<file path="src/rtl/adc_wave_conditioner_if.sv">
// Sample-path bundle for adc_wave_conditioner: ADC samples in, conditioned
// WAVE/strobe/status out. The slave modport is the conditioner side.
interface adc_wave_conditioner_if #(
    parameter int unsigned ADC_W = 12
);
    logic [ADC_W-1:0] ADC_DATA;
    logic             ADC_VALID;
    logic [2:0]       GAIN;
    logic [15:0]      WAVE;
    logic             SAMPLE_TR;
    logic             CLIP;
    logic             OVERRUN;

    modport master (
        output ADC_DATA, ADC_VALID, GAIN,
        input  WAVE, SAMPLE_TR, CLIP, OVERRUN
    );

    modport slave (
        input  ADC_DATA, ADC_VALID, GAIN,
        output WAVE, SAMPLE_TR, CLIP, OVERRUN
    );
endinterface

</file>
<file path="src/rtl/adc_wave_conditioner.sv">
// DC-removing IIR tracker, power-of-two gain with saturation, and a stretched
// SAMPLE_TR strobe around which WAVE is held stable for the downstream buffer.
module adc_wave_conditioner #(
    parameter int unsigned ADC_W    = 12,
    parameter int unsigned DC_SHIFT = 6,
    parameter int unsigned TR_HIGH  = 4
) (
    input logic AUDIO_MCLK,
    input logic RESET,
    adc_wave_conditioner_if.slave bus
);
    localparam int unsigned AW    = ADC_W + DC_SHIFT;
    localparam int unsigned CNT_W = (TR_HIGH > 1) ? $clog2(TR_HIGH) : 1;
    localparam logic [AW-1:0]    ACC_INIT = AW'(1) << (ADC_W - 1 + DC_SHIFT);
    localparam logic [CNT_W-1:0] CNT_LAST = CNT_W'(TR_HIGH - 1);

    typedef enum logic [1:0] {IDLE, SETUP, HIGH, LOW} state_t;

    state_t              state_q, state_d;
    logic [AW-1:0]       acc_q, acc_d;
    logic signed [ADC_W:0] cen_q, cen_d;
    logic                stb_q, stb_d;
    logic [15:0]         pend_q, pend_d;
    logic                pend_sat_q, pend_sat_d;
    logic                pend_v_q, pend_v_d;
    logic [15:0]         wave_q, wave_d;
    logic                clip_q, clip_d;
    logic                tr_q, tr_d;
    logic                overrun_q, overrun_d;
    logic [CNT_W-1:0]    cnt_q, cnt_d;

    logic [ADC_W-1:0]    dc_est;
    logic [AW:0]         acc_sum;
    logic signed [31:0]  cen_ext;
    logic signed [31:0]  sh;
    logic [4:0]          shamt;
    logic [15:0]         sat_val;
    logic                sat_flag;
    logic                consume;

    always_comb begin
        dc_est  = acc_q[AW-1:DC_SHIFT];
        acc_sum = {1'b0, acc_q} + (AW+1)'(bus.ADC_DATA) - (AW+1)'(dc_est);
        cen_ext = {{(31-ADC_W){cen_q[ADC_W]}}, cen_q};
        shamt   = 5'(16 - ADC_W) + 5'(bus.GAIN);
        sh      = cen_ext <<< shamt;
        sat_flag = 1'b0;
        sat_val  = sh[15:0];
        if (sh > 32'sd32767) begin
            sat_val  = 16'h7FFF;
            sat_flag = 1'b1;
        end else if (sh < -32'sd32768) begin
            sat_val  = 16'h8000;
            sat_flag = 1'b1;
        end
    end

    always_comb begin
        acc_d      = acc_q;
        cen_d      = cen_q;
        stb_d      = bus.ADC_VALID;
        pend_d     = pend_q;
        pend_sat_d = pend_sat_q;
        pend_v_d   = pend_v_q;
        wave_d     = wave_q;
        clip_d     = clip_q;
        tr_d       = tr_q;
        overrun_d  = overrun_q;
        cnt_d      = cnt_q;
        state_d    = state_q;
        consume    = 1'b0;

        if (bus.ADC_VALID) begin
            acc_d = acc_sum[AW-1:0];
            cen_d = $signed({1'b0, bus.ADC_DATA}) - $signed({1'b0, dc_est});
        end

        unique case (state_q)
            IDLE: if (pend_v_q) begin
                consume  = 1'b1;
                wave_d   = pend_q;
                clip_d   = pend_sat_q;
                pend_v_d = 1'b0;
                state_d  = SETUP;
            end
            SETUP: begin
                tr_d    = 1'b1;
                cnt_d   = '0;
                state_d = HIGH;
            end
            HIGH: begin
                cnt_d = cnt_q + 1'b1;
                if (cnt_q == CNT_LAST) begin
                    tr_d    = 1'b0;
                    cnt_d   = '0;
                    state_d = LOW;
                end
            end
            LOW: begin
                cnt_d = cnt_q + 1'b1;
                if (cnt_q == CNT_LAST) begin
                    cnt_d   = '0;
                    state_d = IDLE;
                end
            end
            default: state_d = IDLE;
        endcase

        // Stage B write comes after the IDLE load so a same-edge arrival wins.
        if (stb_q) begin
            if (pend_v_q && !consume) overrun_d = 1'b1;
            pend_d     = sat_val;
            pend_sat_d = sat_flag;
            pend_v_d   = 1'b1;
        end
    end

    always_ff @(posedge AUDIO_MCLK) begin
        if (RESET) begin
            state_q    <= IDLE;
            acc_q      <= ACC_INIT;
            cen_q      <= '0;
            stb_q      <= 1'b0;
            pend_q     <= '0;
            pend_sat_q <= 1'b0;
            pend_v_q   <= 1'b0;
            wave_q     <= '0;
            clip_q     <= 1'b0;
            tr_q       <= 1'b0;
            overrun_q  <= 1'b0;
            cnt_q      <= '0;
        end else begin
            state_q    <= state_d;
            acc_q      <= acc_d;
            cen_q      <= cen_d;
            stb_q      <= stb_d;
            pend_q     <= pend_d;
            pend_sat_q <= pend_sat_d;
            pend_v_q   <= pend_v_d;
            wave_q     <= wave_d;
            clip_q     <= clip_d;
            tr_q       <= tr_d;
            overrun_q  <= overrun_d;
            cnt_q      <= cnt_d;
        end
    end

    assign bus.WAVE      = wave_q;
    assign bus.SAMPLE_TR = tr_q;
    assign bus.CLIP      = clip_q;
    assign bus.OVERRUN   = overrun_q;
endmodule

</file>
<file path="src/flat_wrapper.sv">
// flat-port wrapper written by rule: the top's interface ports become plain ports
module adc_wave_conditioner_flat 
#(
    parameter int unsigned ADC_W    = 12,
    parameter int unsigned DC_SHIFT = 6,
    parameter int unsigned TR_HIGH  = 4
)
  (AUDIO_MCLK, RESET, bus_ADC_DATA, bus_ADC_VALID, bus_GAIN, bus_WAVE, bus_SAMPLE_TR, bus_CLIP, bus_OVERRUN);
  adc_wave_conditioner_if #(.ADC_W(ADC_W)) bus_i ();
  input logic AUDIO_MCLK;
  input logic RESET;
  input wire logic [$bits(bus_i.ADC_DATA)-1:0] bus_ADC_DATA;
  input wire logic [$bits(bus_i.ADC_VALID)-1:0] bus_ADC_VALID;
  input wire logic [$bits(bus_i.GAIN)-1:0] bus_GAIN;
  output wire logic [$bits(bus_i.WAVE)-1:0] bus_WAVE;
  output wire logic [$bits(bus_i.SAMPLE_TR)-1:0] bus_SAMPLE_TR;
  output wire logic [$bits(bus_i.CLIP)-1:0] bus_CLIP;
  output wire logic [$bits(bus_i.OVERRUN)-1:0] bus_OVERRUN;
  assign bus_i.ADC_DATA = bus_ADC_DATA;
  assign bus_i.ADC_VALID = bus_ADC_VALID;
  assign bus_i.GAIN = bus_GAIN;
  assign bus_WAVE = bus_i.WAVE;
  assign bus_SAMPLE_TR = bus_i.SAMPLE_TR;
  assign bus_CLIP = bus_i.CLIP;
  assign bus_OVERRUN = bus_i.OVERRUN;
  adc_wave_conditioner #(.ADC_W(ADC_W), .DC_SHIFT(DC_SHIFT), .TR_HIGH(TR_HIGH)) u_core (.AUDIO_MCLK(AUDIO_MCLK), .RESET(RESET), .bus(bus_i));
endmodule
</file>
<file path="config.mk">
export PLATFORM = sky130hd
export DESIGN_NAME = adc_wave_conditioner_flat
export DESIGN_NICKNAME = d
export VERILOG_FILES = /design/src/rtl/adc_wave_conditioner_if.sv /design/src/rtl/adc_wave_conditioner.sv /design/src/flat_wrapper.sv
export SDC_FILE = /design/constraint.sdc
export NUM_CORES = 1
export LEC_CHECK = 0
export ABC_CLOCK_PERIOD_IN_PS = 3300
export CORE_UTILIZATION = 45
export DETAILED_ROUTE_END_ITERATION = 12
export PLACE_DENSITY = 0.67
export SYNTH_ARGS = -nofsm -noshare
export SYNTH_HDL_FRONTEND = slang
export SYNTH_SLANG_ARGS = --single-unit
</file>
<file path="constraint.sdc">
create_clock -name AUDIO_MCLK -period 3.3 [get_ports AUDIO_MCLK]
set_input_delay 0.66 -clock AUDIO_MCLK [delete_from_list [all_inputs] [get_ports AUDIO_MCLK]]
set_output_delay 0.66 -clock AUDIO_MCLK [all_outputs]
set_load 0.02 [all_outputs]
</file>
==> results.ini, run 1 <==
[final_layout]
multi_input_area_mm2=0.003267
nets=742
syn_to_final_growth_pct=22.99
utilization=0.5680
n_antenna_cell=0
design_area_mm2=0.006157
fillers=1025
layout-drive-gt1-share=0.1703
final-seq-area_mm2=0.001461
final_cell_mix=nand2_1, dfxtp_1, inv_1, buf_4
final_common_cell=nand2_1

[setup_path]
cpMaxStageDelayCell=fa_1
worstReg2RegEnd=u_core.acc_q[14]$_SDFFE_PP0P_
cp_max_fo=3
r2r_cells=11
crit_type=in2reg
crit_top_cell=a21o_1
cpPeakStageDelay_ns=0.53
worstPathRequired_ns=3.60
r2r-start=u_core.acc_q[10]$_SDFFE_PP0P_
end_kind=flip-flop
arrival_ns=3.46
crit_path_start_kind=input pin
r2r_slack_ns=0.48
cp_cell_sequence=clkdlybuf4s50_1, inv_1, fa_1, inv_1, ha_4, a21o_1, a21o_1, a21o_1, a41o_1, buf_4, a2111oi_4, nand3b_1

[sta]
worst_pin_slew_ns=0.6120
maxSlewViolCount=0
maxSlewHeadroom=0.5914
max_clock_freq_mhz=316.3
min_period_over_period=0.9582
grt_setup_unrepaired=yes
final_hold_viol_count=0
fin_crit_ns=3.162
clock_skew_ns=0.01158
setup_viol=0

[yosys]
synth_edf_count=0
synth_compound_area_frac=0.2094
synthDistinctLibCells=64
syn_avg_cell_area_um2=8.288
syn_inst=604
synth-xor-area-share=0.02974
synth.mux.area_fraction=0.08373
synth-adder-area-share=0.1395
synth_area_mm2=0.005006
async_flop_share=0
ys_seq_area_frac=0.2919
ys_warn_count=0
synth_ff_type=dfxtp_1
ys_seq_elements=73
synth_top_family_by_area=compound AO/OA/AOI/OAI gates
synth-simple-area-share=0.1677
synthesis.nets=670

[global_routing]
grt_pass1_vias=4518
grt_max_degree=54
grt_pass1_wl_um=20530
antenna_found_initial=0
grt_overflow=0
grt_use_total=0.2237

[hold_path]
hold_path_end=u_core.bus.WAVE[6]$_SDFFE_PP0P_
hold_class=reg2reg
hold_start=u_core.pend_q[6]$_SDFFE_PP0P_
hold_path_depth=2

[pwr]
p_leak_uw=0.002691
power_density_mw_per_mm2=925.1
worst_ir_drop_vdd_mv=0.6709
finalPower_uw=5696

[routing]
drc_errors=0
drt-pass1-iter-count=5
antenna_left=0
wl_per_cell_um=14.60
drt_iter0_drc=205
wirelength_um=11990
avgViaCountPerCell=5.435
num_vias=4462

[clocking]
ctsHoldBuffers=0
cts_htree_levels=3
clkSinkCount=73
clk_pin_slew_worst_paths_ns=0.09
post_cts_buffers=0
numCtsBuffers=9
cts_tree=done
cts.path.max_buffers=2
clock_latency_ns=0.36
cts_root_buf=clkbuf_8

[floorplanning]
dieHeight_um=107.5
die_w_um=107.5
row_count=38
initial_core_util=0.4618
io_pins=37
dieArea_mm2=0.01155
core_mm2=0.01084

[place]
dp_hpwl_um=8849
gp_congestion=0.9132
placed_area_mm2=0.005823
io_buffer_count=36

[status]
status=complete, no violations

[flow_run]
maxCapViolations=0

## Yosys cell counts, types with 3 or more instances
cell type / number / share of area
nand2_1: 76 / 0.057
dfxtp_1: 73 / 0.29
inv_1: 66 / 0.049
a21oi_1: 50 / 0.050
nor2_1: 48 / 0.036
ha_1: 35 / 0.087
clkbuf_1: 22 / 0.016
mux2i_1: 19 / 0.038
o21ai_0: 19 / 0.019
a211oi_1: 16 / 0.024
a21o_1: 15 / 0.022
fa_1: 13 / 0.052
nor3_1: 11 / 0.011
xnor2_1: 9 / 0.016
nor2b_1: 8 / 0.010
xor2_1: 8 / 0.014
and3_1: 7 / 0.0087
mux2_2: 7 / 0.016
a31oi_1: 5 / 0.0062
nand2b_1: 5 / 0.0062
nand3_1: 5 / 0.0050
o22ai_1: 5 / 0.0062
a2111oi_0: 4 / 0.0070
a211oi_2: 4 / 0.010
and2_1: 4 / 0.0050
buf_2: 4 / 0.0040
mux4_1: 4 / 0.021
nand3b_1: 4 / 0.0060
nand4_1: 4 / 0.0050
o21a_1: 4 / 0.0060
o31ai_1: 4 / 0.0060
a221oi_1: 3 / 0.0052
o211ai_1: 3 / 0.0045
o21bai_1: 3 / 0.0045
## kinds of logic (layout without fill, tap and decap cells)
family,after synthesis,count (layout)
muxes,32,32
buffers and inverters,97,174
AOI/OAI and AO/OA,153,153
xor gates and xnor gates,17,17
adders and majority gates,48,48
and+or+nand+nor,184,184
DFF,73,73
## per-stage QoR
stage	setup WS, ns	TNS [ns]	hold slack, ns	cells
2_1_floorplan	0.06540	0	0.4276	604
3_3_place_gp	-0.4490	-2.894	0.4417	805
3_5_place_dp	-0.5443	-3.551	0.4450	805
4_1_cts	0.007959	0	0.4577	821
5_1_grt	-0.02991	-0.03501	0.4755	821
6_report	0.1380	0	0.4547	821
## worst max-delay path: cells and delay by family
family | cells | cell delay, ns
and+or+nand+nor | 1 | 0.14
AOI/OAI and AO/OA | 5 | 1.12
buffers and inverters | 4 | 0.76
adders and majority gates | 2 | 0.77
## worst max path at each step
stage                           startpoint                            end  slack, ns  depth (start not counted)
final                      bus_ADC_DATA[9]  u_core.acc_q[14]$_SDFFE_PP0P_       0.14                         12
after global routing      bus_ADC_DATA[10]  u_core.acc_q[17]$_SDFFE_PP1P_      -0.03                         12
after CTS                  bus_ADC_DATA[1]  u_core.acc_q[14]$_SDFFE_PP0P_      0.008                         12
after detailed placement   bus_ADC_DATA[1]  u_core.acc_q[14]$_SDFFE_PP0P_      -0.54                         12
after global placement     bus_ADC_DATA[1]  u_core.acc_q[14]$_SDFFE_PP0P_      -0.45                         12
after floorplan            bus_ADC_DATA[1]  u_core.acc_q[16]$_SDFFE_PP0P_       0.07                         11
## report_power, final
group          total [uW]  switching (uW)  internal, uW
combinational        3680            1860          1820
sequential           1230             177          1060
clock                 787             357           430
total                5700            2390          3300
## timing repair
| item | in CTS | in global routing |
|---|---|---|
| setup endpoints to repair | 2 | 9 |
| resized for setup | 4 | 23 |
| pin swaps | 1 | 10 |
## flip-flops by register name (all words and copies together), names as in the netlist
register	count
u_core.state_q	2
u_core.cnt_q	2
u_core.cen_q	13
u_core.bus.CLIP	1
u_core.stb_q	1
u_core.acc_q	18
u_core.bus.OVERRUN	1
u_core.pend_v_q	1
u_core.bus.WAVE	16
u_core.bus.SAMPLE_TR	1
u_core.pend_sat_q	1
u_core.pend_q	16
## final cells by class
cell class,count,share of cell area
clock inverter,6,0.01483
inverter,67,0.04085
clock buffer,10,0.02073
sequential,73,0.2373
timing repair buffer,91,0.1272
tap,140,0.02845
multi-input combinational,434,0.5306
## routing by layer
metal / part of all wire / global-route usage
met1: 0.43 / 0.2575
met2: 0.50 / 0.3959
met3: 0.039 / 0.04479
met4: 0.033 / 0.1057
met5: 0 / 0
(Power assumes the default switching activity.)
==> inputs of run 2 (changes only) <==
Settings changed: CORE_MARGIN set to 3.
==> results.ini, run 2 (synthesis results as in run 1) <==
[final_layout]
final_cell_mix=nand2_1, dfxtp_1, inv_1, buf_4  ; unchanged
syn_to_final_growth_pct=23.92  ; was 22.99%
largest_register_ffs=18  ; unchanged
fin_cells=823  ; was 821
nets=748  ; was 742
fillers=953  ; was 1025
max_flop_register=u_core.acc_q  ; unchanged
final-seq-area_mm2=0.001461  ; unchanged
multi_input_area_mm2=0.003297  ; was 0.003267 mm2
layout-drive-gt1-share=0.1761  ; was 0.1703
n_antenna_cell=0  ; unchanged
final_common_cell=nand2_1  ; unchanged

[setup_path]
crit_cells=12  ; unchanged
end_kind=flip-flop  ; unchanged
cpLargestDelayFamily=compound AO/OA/AOI/OAI gates  ; unchanged
crit_path_start_kind=input pin  ; unchanged
cpMaxStageDelayCell=fa_1  ; unchanged
crit_type=in2reg  ; unchanged
arrival_ns=3.48  ; was 3.46 ns
cp_cell_sequence=clkdlybuf4s50_1, inv_1, fa_1, inv_1, ha_1, a21o_1, a21o_1, a21o_1, a41o_1, a41oi_1, mux2i_1, a31o_2  ; was clkdlybuf4s50_1, inv_1, fa_1, inv_1, ha_4, a21o_1, a21o_1, a21o_1, a41o_1, buf_4, a2111oi_4, nand3b_1
crit_buf_inv=3  ; was 4
cpPeakStageDelay_ns=0.54  ; was 0.53 ns
cp_max_fo=3  ; unchanged
worstPathRequired_ns=3.56  ; was 3.60 ns
crit_top_cell=a21o_1  ; unchanged
r2r_cells=11  ; unchanged

[clocking]
clock_latency_ns=0.36  ; about the same
numCtsBuffers=9  ; unchanged
clk_pin_slew_worst_paths_ns=0.09  ; about the same
cts_tree=done  ; unchanged
cts.path.max_buffers=2  ; unchanged
ctsHoldBuffers=0  ; unchanged
clkSinkCount=73  ; unchanged
cts_root_buf=clkbuf_8  ; unchanged
cts_htree_levels=3  ; unchanged

[sta]
fin_hold_ws_ns=0.4499  ; was 0.4547 ns
worst_pin_slew_ns=0.6290  ; was 0.6120 ns
clock_skew_ns=0.01365  ; was 0.01158 ns
grt_setup_unrepaired=yes  ; unchanged
max_clock_freq_mhz=311.1  ; was 316.3 MHz
setup_viol=0  ; unchanged
min_period_over_period=0.9740  ; was 0.9582
setup_slack_ns=0.08575  ; was 0.1380 ns
fin_crit_ns=3.214  ; was 3.162 ns
maxSlewViolCount=0  ; unchanged
maxSlewHeadroom=0.5802  ; was 0.5914
final_hold_viol_count=0  ; unchanged
tns_ns=0  ; unchanged

[pwr]
worst_ir_drop_vdd_mv=0.8095  ; was 0.6709 mV
combPwrFrac=0.659  ; was 0.645
clockPowerShare=0.125  ; was 0.138
p_switching_uw=2383  ; was 2393 uW
seq_power_share=0.216  ; about the same
p_leak_uw=0.002704  ; was 0.002691 uW
p_int_uw=3293  ; was 3303 uW
netSwitchingFraction=0.4199  ; was 0.4201
power_density_mw_per_mm2=915.1  ; was 925.1 mW/mm2

[routing]
routed-wl-met2_um=5963  ; was 5983 um
wl_per_cell_um=14.39  ; was 14.60 um
dr_wl_met3_um=325  ; was 462 um
wirelength_um=11850  ; was 11990 um
drt-pass1-iter-count=4  ; was 5
num_vias=4449  ; was 4462
drt_iter0_drc=230  ; was 205
avgViaCountPerCell=5.406  ; was 5.435
top_layer_used=met4  ; unchanged
wl_met1_um=5152  ; was 5145 um
drc_errors=0  ; unchanged
antenna_left=0  ; unchanged

[flow_run]
maxCapViolations=0  ; unchanged

[place]
gp_congestion=0.8638  ; was 0.9132
io_buffer_count=36  ; unchanged
place_inst=805  ; unchanged
post-place-ws_ns=-0.5017  ; was -0.5443 ns
dp_hpwl_um=8947  ; was 8849 um

[floorplanning]
core_mm2=0.01056  ; was 0.01084 mm2
io_pins=37  ; unchanged
initial_core_util=0.4743  ; was 0.4618
dieArea_mm2=0.01243  ; was 0.01155 mm2
row_count=37  ; was 38
die_w_um=111.5  ; was 107.5 um
dieHeight_um=111.5  ; was 107.5 um

[status]
status=complete, no violations  ; unchanged

[global_routing]
grt_pass1_vias=4490  ; was 4518
grt_use_total=0.1943  ; was 0.2237
grt_pass1_wl_um=20310  ; was 20530 um
grt_max_degree=54  ; unchanged
grt_overflow=0  ; unchanged
antenna_found_initial=0  ; unchanged

[hold_path]
hold_path_depth=2  ; unchanged
hold_class=reg2reg  ; unchanged

run 2: cell types whose count changed in the layout (fill, tap and decap cells not counted), moves of 2 or more:
cell / delta
a211oi_2: -2
inv_2: -2
clkinvlp_4: +2
buf_4: +6
inv_1: +2
run 2: cell type report:
type / instances / share of cell area
clock buffers: 10 / 0.02057
clock inverters: 6 / 0.01089
inverters: 67 / 0.04054
multi-input cells: 434 / 0.5315
flip-flops and latches: 73 / 0.2356
well taps: 136 / 0.02743
repair buffers: 97 / 0.1335
run 2: path summary, 6_finish.rpt:
path                                      start                               to  slack (ns)
hold reg to reg   u_core.pend_q[9]$_SDFFE_PP0P_  u_core.bus.WAVE[9]$_SDFFE_PP0P_        0.45
setup / recovery                bus_ADC_DATA[9]    u_core.acc_q[16]$_SDFFE_PP0P_        0.09
setup reg to reg   u_core.acc_q[9]$_SDFFE_PP0P_    u_core.acc_q[16]$_SDFFE_PP0P_        0.43
hold / removal    u_core.pend_q[9]$_SDFFE_PP0P_  u_core.bus.WAVE[9]$_SDFFE_PP0P_        0.45
run 2: stage by stage:
stage | total power [uW] | cell area [um2] | util
after global placement | 4512 | 5848 | 0.5541
after floorplan | 3385 | 5006 | -
after global routing | 6146 | 6203 | 0.5877
after detailed placement | 4593 | 5848 | 0.5541
after CTS | 5351 | 6047 | 0.5729
final | 5677 | 6203 | 0.5877
run 2: what timing repair did:
item,4_1_cts,5_1_grt
endpoints found under the setup margin,2,8
buffers inserted,0,2
pin swaps,1,6
gates resized for setup,2,27
run 2: metal layers:
metal / vias up / GRT usage
met3: 32 / 0.03587
met4: 0 / 0.08435
met1: 2094 / 0.2202
li1: 2250 / -
met2: 73 / 0.3550
met5: - / 0
run 2: worst reg2reg max path, cell delays in order (launching register included):
cell and delay, ns:
dfxtp_1 0.39, inv_1 0.14, fa_1 0.53, inv_1 0.05, ha_1 0.31, a21o_1 0.20
a21o_1 0.18, a21o_1 0.19, a41o_1 0.23, a41oi_1 0.24, mux2i_1 0.11, a31o_2 0.22
run 2: power by group through the flow:
stage / logic, uW / registers, uW / clock network (uW)
6_report: 3740 / 1230 / 712
5_1_grt: 4120 / 1260 / 765
4_1_cts: 3380 / 1230 / 737
3_5_place_dp: 3340 / 1250 / 0
3_3_place_gp: 3270 / 1240 / 0
2_1_floorplan: 2190 / 1200 / 0
==> inputs of run 3 (changes only) <==
Settings changed: CTS_CLUSTER_DIAMETER set to 120.
==> results of run 3 <==
Same layout as run 2: the final DEF is identical, and so are final timing and power.
